--- src/rtl/scroll_ascii_7seg_pkg.sv ---
// Shared types and constants for the scrolling ASCII feeder
// of the multiplexed 7-segment display driver.
package scroll_ascii_7seg_pkg;

  typedef enum logic [1:0] {
    ST_INIT  = 2'd0,
    ST_IDLE  = 2'd1,
    ST_WRITE = 2'd2
  } state_t;

  // Active-low a..g,dp; bit7=a, bit0=dp
  localparam logic [7:0] SEG_BLANK = 8'hFF;
  localparam logic [7:0] SEG_UNK   = 8'hFE;
  localparam logic [7:0] SEG_DASH  = 8'hFD;

  localparam logic [7:0] ASC_BS = 8'h08;
  localparam logic [7:0] ASC_CR = 8'h0D;

endpackage

--- src/rtl/scroll_ascii_7seg_ascii_a_7seg.sv ---
// Combinational ASCII to active-low segment pattern lookup.
// Letters are matched case-insensitively.
module ascii_a_7seg
  import scroll_ascii_7seg_pkg::*;
#(
  parameter logic [7:0] BLANK_PAT = SEG_BLANK,
  parameter logic [7:0] UNK_PAT   = SEG_UNK
) (
  input  logic [7:0] ascii,
  output logic [7:0] seg
);

  logic [7:0] up;

  always_comb begin
    up = ascii;
    if (ascii >= 8'h61 && ascii <= 8'h7A)
      up = ascii & 8'hDF;
    case (up)
      8'h30:   seg = 8'h03;
      8'h31:   seg = 8'h9F;
      8'h32:   seg = 8'h25;
      8'h33:   seg = 8'h0D;
      8'h34:   seg = 8'h99;
      8'h35:   seg = 8'h49;
      8'h36:   seg = 8'h41;
      8'h37:   seg = 8'h1F;
      8'h38:   seg = 8'h01;
      8'h39:   seg = 8'h09;
      8'h41:   seg = 8'h11;
      8'h42:   seg = 8'hC1;
      8'h43:   seg = 8'h63;
      8'h44:   seg = 8'h85;
      8'h45:   seg = 8'h61;
      8'h46:   seg = 8'h71;
      8'h48:   seg = 8'h91;
      8'h4C:   seg = 8'hE3;
      8'h50:   seg = 8'h31;
      8'h55:   seg = 8'h83;
      8'h2D:   seg = SEG_DASH;
      8'h5F:   seg = 8'hEF;
      8'h20:   seg = BLANK_PAT;
      default: seg = UNK_PAT;
    endcase
  end

endmodule

--- src/rtl/scroll_ascii_7seg.sv ---
// Scrolling 4-digit shadow that rewrites all display buffers
// through the driver's load/datai/bufdestino port per character.
module scroll_ascii_7seg
  import scroll_ascii_7seg_pkg::*;
#(
  parameter int         INIT_WAIT = 4,
  parameter logic [7:0] BLANK_PAT = SEG_BLANK,
  parameter logic [7:0] UNK_PAT   = SEG_UNK
) (
  input  logic       reloj,
  input  logic       reset,
  input  logic       char_valid,
  input  logic [7:0] char_ascii,
  input  logic       clear,
  output logic       char_ready,
  output logic       load,
  output logic [7:0] datai,
  output logic [1:0] bufdestino,
  output logic       busy
);

  localparam int CW = (INIT_WAIT > 1) ? $clog2(INIT_WAIT) : 1;
  localparam logic [CW-1:0] CNT_LAST = CW'(INIT_WAIT - 1);

  state_t          state;
  logic [CW-1:0]   cnt;
  logic [3:0][7:0] shadow;
  logic [3:0][7:0] shadow_nx;
  logic [7:0]      pat;
  logic            accept;
  logic            is_clr;
  logic            is_bs;

  ascii_a_7seg #(
    .BLANK_PAT (BLANK_PAT),
    .UNK_PAT   (UNK_PAT)
  ) u_lut (
    .ascii (char_ascii),
    .seg   (pat)
  );

  assign accept = char_ready && (char_valid || clear);
  assign is_clr = clear || (char_ascii == ASC_CR);
  assign is_bs  = !is_clr && (char_ascii == ASC_BS);

  always_comb begin
    shadow_nx = shadow;
    unique case (1'b1)
      is_clr:  shadow_nx = {4{BLANK_PAT}};
      is_bs:   shadow_nx = {BLANK_PAT, shadow[3:1]};
      default: shadow_nx = {shadow[2:0], pat};
    endcase
  end

  // bufdestino doubles as the write index, counting 3 down to 0
  always_ff @(posedge reloj or negedge reset) begin
    if (!reset) begin
      state      <= ST_INIT;
      cnt        <= '0;
      shadow     <= {4{BLANK_PAT}};
      load       <= 1'b0;
      datai      <= 8'hFF;
      bufdestino <= 2'd0;
      char_ready <= 1'b0;
      busy       <= 1'b0;
    end else begin
      unique case (state)
        ST_INIT: begin
          if (cnt == CNT_LAST) begin
            state      <= ST_IDLE;
            char_ready <= 1'b1;
          end else begin
            cnt <= cnt + 1'b1;
          end
        end
        ST_IDLE: begin
          if (accept) begin
            shadow     <= shadow_nx;
            state      <= ST_WRITE;
            char_ready <= 1'b0;
            busy       <= 1'b1;
            load       <= 1'b1;
            bufdestino <= 2'd3;
            datai      <= shadow_nx[3];
          end
        end
        ST_WRITE: begin
          if (bufdestino == 2'd0) begin
            state      <= ST_IDLE;
            load       <= 1'b0;
            busy       <= 1'b0;
            char_ready <= 1'b1;
          end else begin
            bufdestino <= bufdestino - 2'd1;
            datai      <= shadow[bufdestino - 2'd1];
          end
        end
        default: state <= ST_INIT;
      endcase
    end
  end

endmodule

--- config.mk ---
export PLATFORM = sky130hd
export DESIGN_NAME = scroll_ascii_7seg
export DESIGN_NICKNAME = d
export VERILOG_FILES = /design/src/rtl/scroll_ascii_7seg_pkg.sv /design/src/rtl/scroll_ascii_7seg_ascii_a_7seg.sv /design/src/rtl/scroll_ascii_7seg.sv
export SDC_FILE = /design/constraint.sdc
export NUM_CORES = 1
export LEC_CHECK = 0
export ABC_CLOCK_PERIOD_IN_PS = 3000
export BUFFER_PORTS_ARGS = -buffer_cell sky130_fd_sc_hd__buf_2
export CAP_MARGIN = 40
export CORE_ASPECT_RATIO = 0.75
export CORE_UTILIZATION = 36
export DETAILED_ROUTE_END_ITERATION = 10
export GPL_TIMING_DRIVEN = 0
export HOLD_SLACK_MARGIN = 0.15
export MAX_ROUTING_LAYER = met4
export PLACE_DENSITY_LB_ADDON = 0.05
export REMOVE_ABC_BUFFERS = 1
export SYNTH_ARGS = -nofsm -noshare
export SYNTH_HDL_FRONTEND = slang
export SYNTH_SLANG_ARGS = --single-unit
export TNS_END_PERCENT = 10
--- constraint.sdc ---
create_clock -name reloj -period 3 [get_ports reloj]
set_clock_uncertainty 0.2 [all_clocks]
set_input_delay 0.15 -clock reloj [delete_from_list [all_inputs] [get_ports reloj]]
set_output_delay 0.15 -clock reloj [all_outputs]
set_load 0.03 [all_outputs]
==> impl_metrics.yaml, run 1 <==
power:
  p_int_uw: 936.7
  power_frac_seq_pct: 53.2
  clock_power_share_pct: 37.8
  switching_power_uw: 285.2
  static-leakage-power_uw: 0.001187
  total_power_uw: 1222
  power-per-cell-area_mw_per_mm2: 385.4
  switching_share_pct: 23.34
  comb_power_share_pct: 9.0
  vdd_ir_drop_max_uv: 232.6
clock_network:
  cts_setup_buffers: 0
  clk_pin_slew_worst_paths_ps: 90
  numCtsBuffers: 5
  clock-sinks: 48
  cts_root_buffer: "clkbuf_8"
  clk-insertion-delay-late_ps: 290
  max-clock-path-buffers: 2
  h-tree-depth: 2
  cts_tree: "done"
  post_cts_resized: 0
global_routing:
  grt_antenna_before_repair: 0
  grt_pass1_vias: 2295
  track_usage_pct: 19.22
  grt_pass1_wl_um: 12250
  grt_max_degree: 43
  gr-total-overflow: 0
detailed_routing:
  wl_per_cell_um: 16.53
  dr.pass1.iters: 4
  postRouteAntennaNets: 0
  totalWireLength_um: 7057
  vias_per_cell: 5.569
  first_iter_violations: 100
  drc: 0
  vias: 2378
layout:
  post-route-cell-area_mm2: 0.003171
  final_util_pct: 42.28
  layout.nets: 339
  final_layout_size_suffix_gt1_share_pct: 26.99
  stdcell_count: 427
  area_growth_syn_to_layout_pct: 11.24
  num_antenna_cells: 0
critical_path:
  critPathMaxFanout: 19
  cpPeakStageDelay_ps: 770
  arrival_ps: 2720
  cpMaxStageDelayCell: "dfrtp_1"
  cp-end-kind: "register"
  crit_required_ps: 3000
  crit_chain: "inv_1 -> ha_1 -> nand3b_1 -> a211o_1 -> o221ai_1 -> o21ai_0"
  start_kind: "register"
  crit_type: "register to register"
synth:
  ys_types: 52
  syn_area_mm2: 0.002850
  ys_warn_count: 0
  synth_async_sr_flop_share_pct: 100.0
  ys_top_cells_by_area: "dfstp_2, dfrtp_1, o21ai_0"
  synth_top_area_share_pct: 36.87
  avgSynthCellArea_um2: 9.135
  synth-edff-count: 0
  ys.flop_type: "dfstp_2"
  yosysTopAreaCell: "dfstp_2"
  ys_seq_area_share_pct: 43.90
  synth_cells: 312
  synth-seq-cells: 48
timing:
  fin_crit_ps: 2728
  rsz0062_at_grt: "false"
  fmax_ghz: 0.3665
  worstMarginPinSlew_ps: 883.6
  finalSetupViolations: 0
  max-slew-margin-rel_pct: 41.05
  timing.final.crit_share_pct: 90.95
  slew_violations: 0
  finalHoldViolCount: 0
  finalSetupTns_ps: 0
placement:
  hpwl_um: 4844
  dp.cells: 415
  portBuffers: 24
  gp_congestion: 0.7953
  placed_area_mm2: 0.003023
floorplan:
  chipWidth_um: 104.7
  std_cell_rows: 27
  initial_utilization_pct: 38.00
  fp.dieH_um: 79.06
  dieArea_mm2: 0.008281
  coreArea_mm2: 0.007500
  io_pins: 25
hold_path:
  hold_class: "primary input to register"
status:
  status: "finished clean"
run:
  cap_violations: 0
-- critical path, delay by kind of cell, from the launching register on --
kind,cells,cell delay (ps)
adders and majority gates,1,370
AOI/OAI and AO/OA,3,640
DFF,1,770
and+or+nand+nor,1,400
buffers and inverters,1,250
-- state kept, by name (all words and copies together) (netlist names) --
register	flops
char_ready	1
shadow	32
datai	8
bufdestino	2
busy	1
state	2
cnt	2
-- cells in the mapped netlist (all sizes together) (5+ instances only) --
| master | count |
|---|---|
| clkbuf | 15 |
| or2 | 5 |
| and2 | 5 |
| nand3 | 8 |
| nand2 | 30 |
| dfstp | 40 |
| o21ai | 39 |
| or3 | 9 |
| a211o | 9 |
| nor2 | 14 |
| inv | 6 |
| a21oi | 10 |
| nor2b | 10 |
| o22a | 9 |
| dfrtp | 8 |
| a31oi | 5 |
| o22ai | 17 |
| buf | 10 |
| nor3 | 5 |
| o221ai | 8 |
| xor2 | 5 |
-- metrics by stage --
stage               setup WS (ps)  hold WS [ps]
floorplan                   621.2        -345.6
global route                112.8         216.1
CTS                         308.3         161.2
detailed placement          290.4        -100.5
global placement           -34.33         211.2
finish                      271.6         191.6
-- cell families (layout without fill, tap and decap cells) --
kind of cell,Yosys count,in the layout,share of synthesized area (%)
muxes,4,4,1.536
xor gates and xnor gates,7,7,2.151
and+or+nand+nor,107,107,19.75
adders and majority gates,3,3,1.229
AOI/OAI and AO/OA,112,112,26.69
DFF,48,48,43.90
buffers and inverters,31,45,4.741
-- layer usage --
metal	share of wire, %	global-route usage, %
met1	55	28.88
met2	42	27.75
met3	2.3	2.956
met4	0.48	2.676
met5	0	-
-- layout by cell type (no fill, tap or decap), types with 5 or more instances in the layout --
cell,n
clkbuf_8,5
nand3_1,7
o22a_1,9
buf_2,24
xor2_1,5
or2_2,5
o221ai_1,8
and2_1,5
o22ai_1,17
or3_1,9
nor2_1,14
nor3_1,5
nor2b_1,10
dfrtp_1,8
a21oi_1,10
nand2_1,30
inv_1,6
dfstp_2,40
o21ai_0,38
a211o_1,9
a31oi_1,5
-- power groups by stage --
| stage | logic [µW] | clock network [µW] | registers (µW) |
|---|---|---|---|
| after floorplan | 51.3 | 0 | 660 |
| after global placement | 103 | 0 | 660 |
| after detailed placement | 105 | 0 | 660 |
| after CTS | 110 | 483 | 650 |
| after global routing | 124 | 501 | 650 |
| final | 110 | 462 | 650 |
-- final timing paths --
check	startpoint	end	slack, ps	cells past startpoint
max	bufdestino[0]	datai[1]	270	6
min in group asynchronous	reset	shadow[22]	320	2
max reg2reg	bufdestino[0]	datai[1]	270	6
max in group asynchronous	reset	bufdestino[0]	1520	3
min	char_ascii[7]	shadow[5]	190	5
min reg2reg	datai[1]	datai[1]	280	2
-- cell type report --
class,instances,area (µm²)
clock buffer,6,72.57
clock inverter,2,35.03
fill,780,4329
inverter,6,22.52
multi-input combinational,233,1464
sequential,48,1251
tap,101,126.4
timing repair buffer,31,198.9
-- what timing repair did --
item                                   4_1_cts  5_1_grt
hold buffers                                 4        0
endpoints found under the hold margin       29        0
setup endpoints to repair                    0        0
Power figures use the tool's default switching activity.
==> inputs of run 2 (changes only) <==
--- a/config.mk
+++ b/config.mk
@@ -6,11 +6,11 @@
 export NUM_CORES = 1
 export LEC_CHECK = 0
 export ABC_CLOCK_PERIOD_IN_PS = 3000
-export BUFFER_PORTS_ARGS = -buffer_cell sky130_fd_sc_hd__buf_2
 export CAP_MARGIN = 40
 export CORE_ASPECT_RATIO = 0.75
 export CORE_UTILIZATION = 36
 export DETAILED_ROUTE_END_ITERATION = 10
+export DONT_BUFFER_PORTS = 1
 export GPL_TIMING_DRIVEN = 0
 export HOLD_SLACK_MARGIN = 0.15
 export MAX_ROUTING_LAYER = met4
==> impl_metrics.yaml, run 2 (synthesis gave the netlist of run 1 again) <==
layout:
  area_growth_syn_to_layout_pct: 11.72
  final_util_pct: 42.46
  top_regs: "shadow (32), datai (8)"
  fillers: 755
  largest_reg_flops: 32
  regMostFlops: "shadow"
  final_common_cell: "dfstp_2"
  layout.nets: 327
  final_cell_mix: "dfstp_2, o21ai_0, nand2_1, o22ai_1"
  final_layout_size_suffix_gt1_share_pct: 21.02
  num_antenna_cells: 0
global_routing:
  track_usage_pct: 20.31
  grtUsageMet1_pct: 30.63
  use_met2_pct: 28.74
  grt_pass1_vias: 2347
  grt_max_degree: 49
  grt.busiest_layer: "met1"
  grt_pass1_wl_um: 12740
  grt_antenna_before_repair: 0
  grt_use_met3_pct: 3.530
  gr-total-overflow: 0
detailed_routing:
  drc: 0
  vias: 2404
  vias_per_cell: 5.793
  first_iter_violations: 172
  postRouteAntennaNets: 0
  dr.pass1.iters: 4
  wl_per_cell_um: 18.32
  totalWireLength_um: 7601
clock_network:
  clk-insertion-delay-late_ps: 300
  h-tree-depth: 2
  cts_setup_buffers: 0
  max-clock-path-buffers: 2
  clock-sinks: 48
  cts_tree: "done"
  post_cts_resized: 0
  cts_root_buffer: "clkbuf_8"
  clk_pin_slew_worst_paths_ps: 100
  numCtsBuffers: 5
placement:
  pre_cts_slack_ps: 194.9
  portBuffers: 0
  hpwl_um: 4721
  gp_congestion: 0.7746
timing:
  fin_crit_ps: 2790
  finalSetupViolations: 0
  timing.final.crit_share_pct: 93.00
  max-slew-margin-rel_pct: 46.52
  fin_ws_ps: 210.0
  finalHoldViolCount: 0
  rsz0062_at_grt: "false"
  worstMarginPinSlew_ps: 802.2
  fmax_ghz: 0.3584
  slew_violations: 0
critical_path:
  r2r_slack_ps: 210
  start_kind: "register"
  cp-end-kind: "register"
  rr_startpoint: "char_ready"
  crit_required_ps: 3020
  crit_type: "register to register"
  r2r_cells: 5
  critPathMaxFanout: 42
  reg2reg_to: "shadow[6]"
  arrival_ps: 2810
floorplan:
  coreArea_mm2: 0.007500
  dieArea_mm2: 0.008281
  std_cell_rows: 27
  io_pins: 25
  chipWidth_um: 104.7
  initial_utilization_pct: 38.00
  fp.dieH_um: 79.06
hold_path:
  hold_class: "primary input to async pin"
status:
  status: "finished clean"
power:
  power-per-cell-area_mw_per_mm2: 372.5
  vdd_ir_drop_max_uv: 179.1
  static-leakage-power_uw: 0.001122
run:
  cap_violations: 0
[run 2: cell types whose count changed in the layout (fill, tap and decap cells not counted)]
cell,before,now
buf_2,24,0
bufinv_16,1,0
clkinv_2,1,0
buf_4,1,0
buf_12,1,0
buf_16,0,1
buf_8,0,2
clkbuf_8,5,7
buf_6,1,2
dlygate4sd3_1,4,14
[run 2: critical path, stage by stage, from the launching register on]
cell	delay, ps
dfrtp_1	560
o211ai_1	270
or2_2	610
or2_2	540
a311oi_4	360
a31oi_1	130
[run 2: cell type report]
type	instances	area [µm²]	area share, %
Clock buffer	8	100.1	3.143
Sequential cell	48	1251	39.29
Multi-Input combinational cell	233	1464	45.97
Timing Repair Buffer	19	220.2	6.916
Inverter	6	22.52	0.7073
Tap cell	101	126.4	3.969
[run 2: layer usage]
layer	routed length (µm)	part of all wire (%)	vias up
met1	4064	53	1176
met3	400	5.3	2
met4	25	0.33	0
met2	3110	41	65
li1	-	-	1161
met5	0	0	-
[run 2: timing repair]
action                                  in CTS  in global routing
endpoints found under the setup margin       0                  0
hold buffers                                15                  0
hold endpoints to repair                    64                  0
[run 2: stage by stage]
step                      setup TNS, ps  cell area (µm²)  power, µW  hold WS, ps  std cells
after CTS                             0             3184       1201        150.7        415
after floorplan                       0             2738      711.3       -345.6        287
final                                 0             3184       1186        153.3        415
after detailed placement              0             2917      725.9       -342.7        392
after global placement            -1256             2864      724.1       -342.8        388
after global routing                  0             3184       1235        175.1        415
[run 2: where the power goes]
| part | total [µW] | switching [µW] | internal, µW |
|---|---|---|---|
| Combinational | 106 | 62.0 | 43.6 |
| Clock | 431 | 220 | 211 |
| Sequential | 650 | 0 | 650 |
| Total | 1190 | 282 | 904 |
[run 2: worst max-delay path by stage]
stage	to	from	depth (start not counted)
after floorplan	shadow[6]	char_ready	5
after global placement	bufdestino[1]	char_ready	5
after detailed placement	shadow[6]	char_ready	5
after CTS	shadow[6]	char_ready	5
after global routing	shadow[6]	char_ready	5
final	shadow[6]	char_ready	5
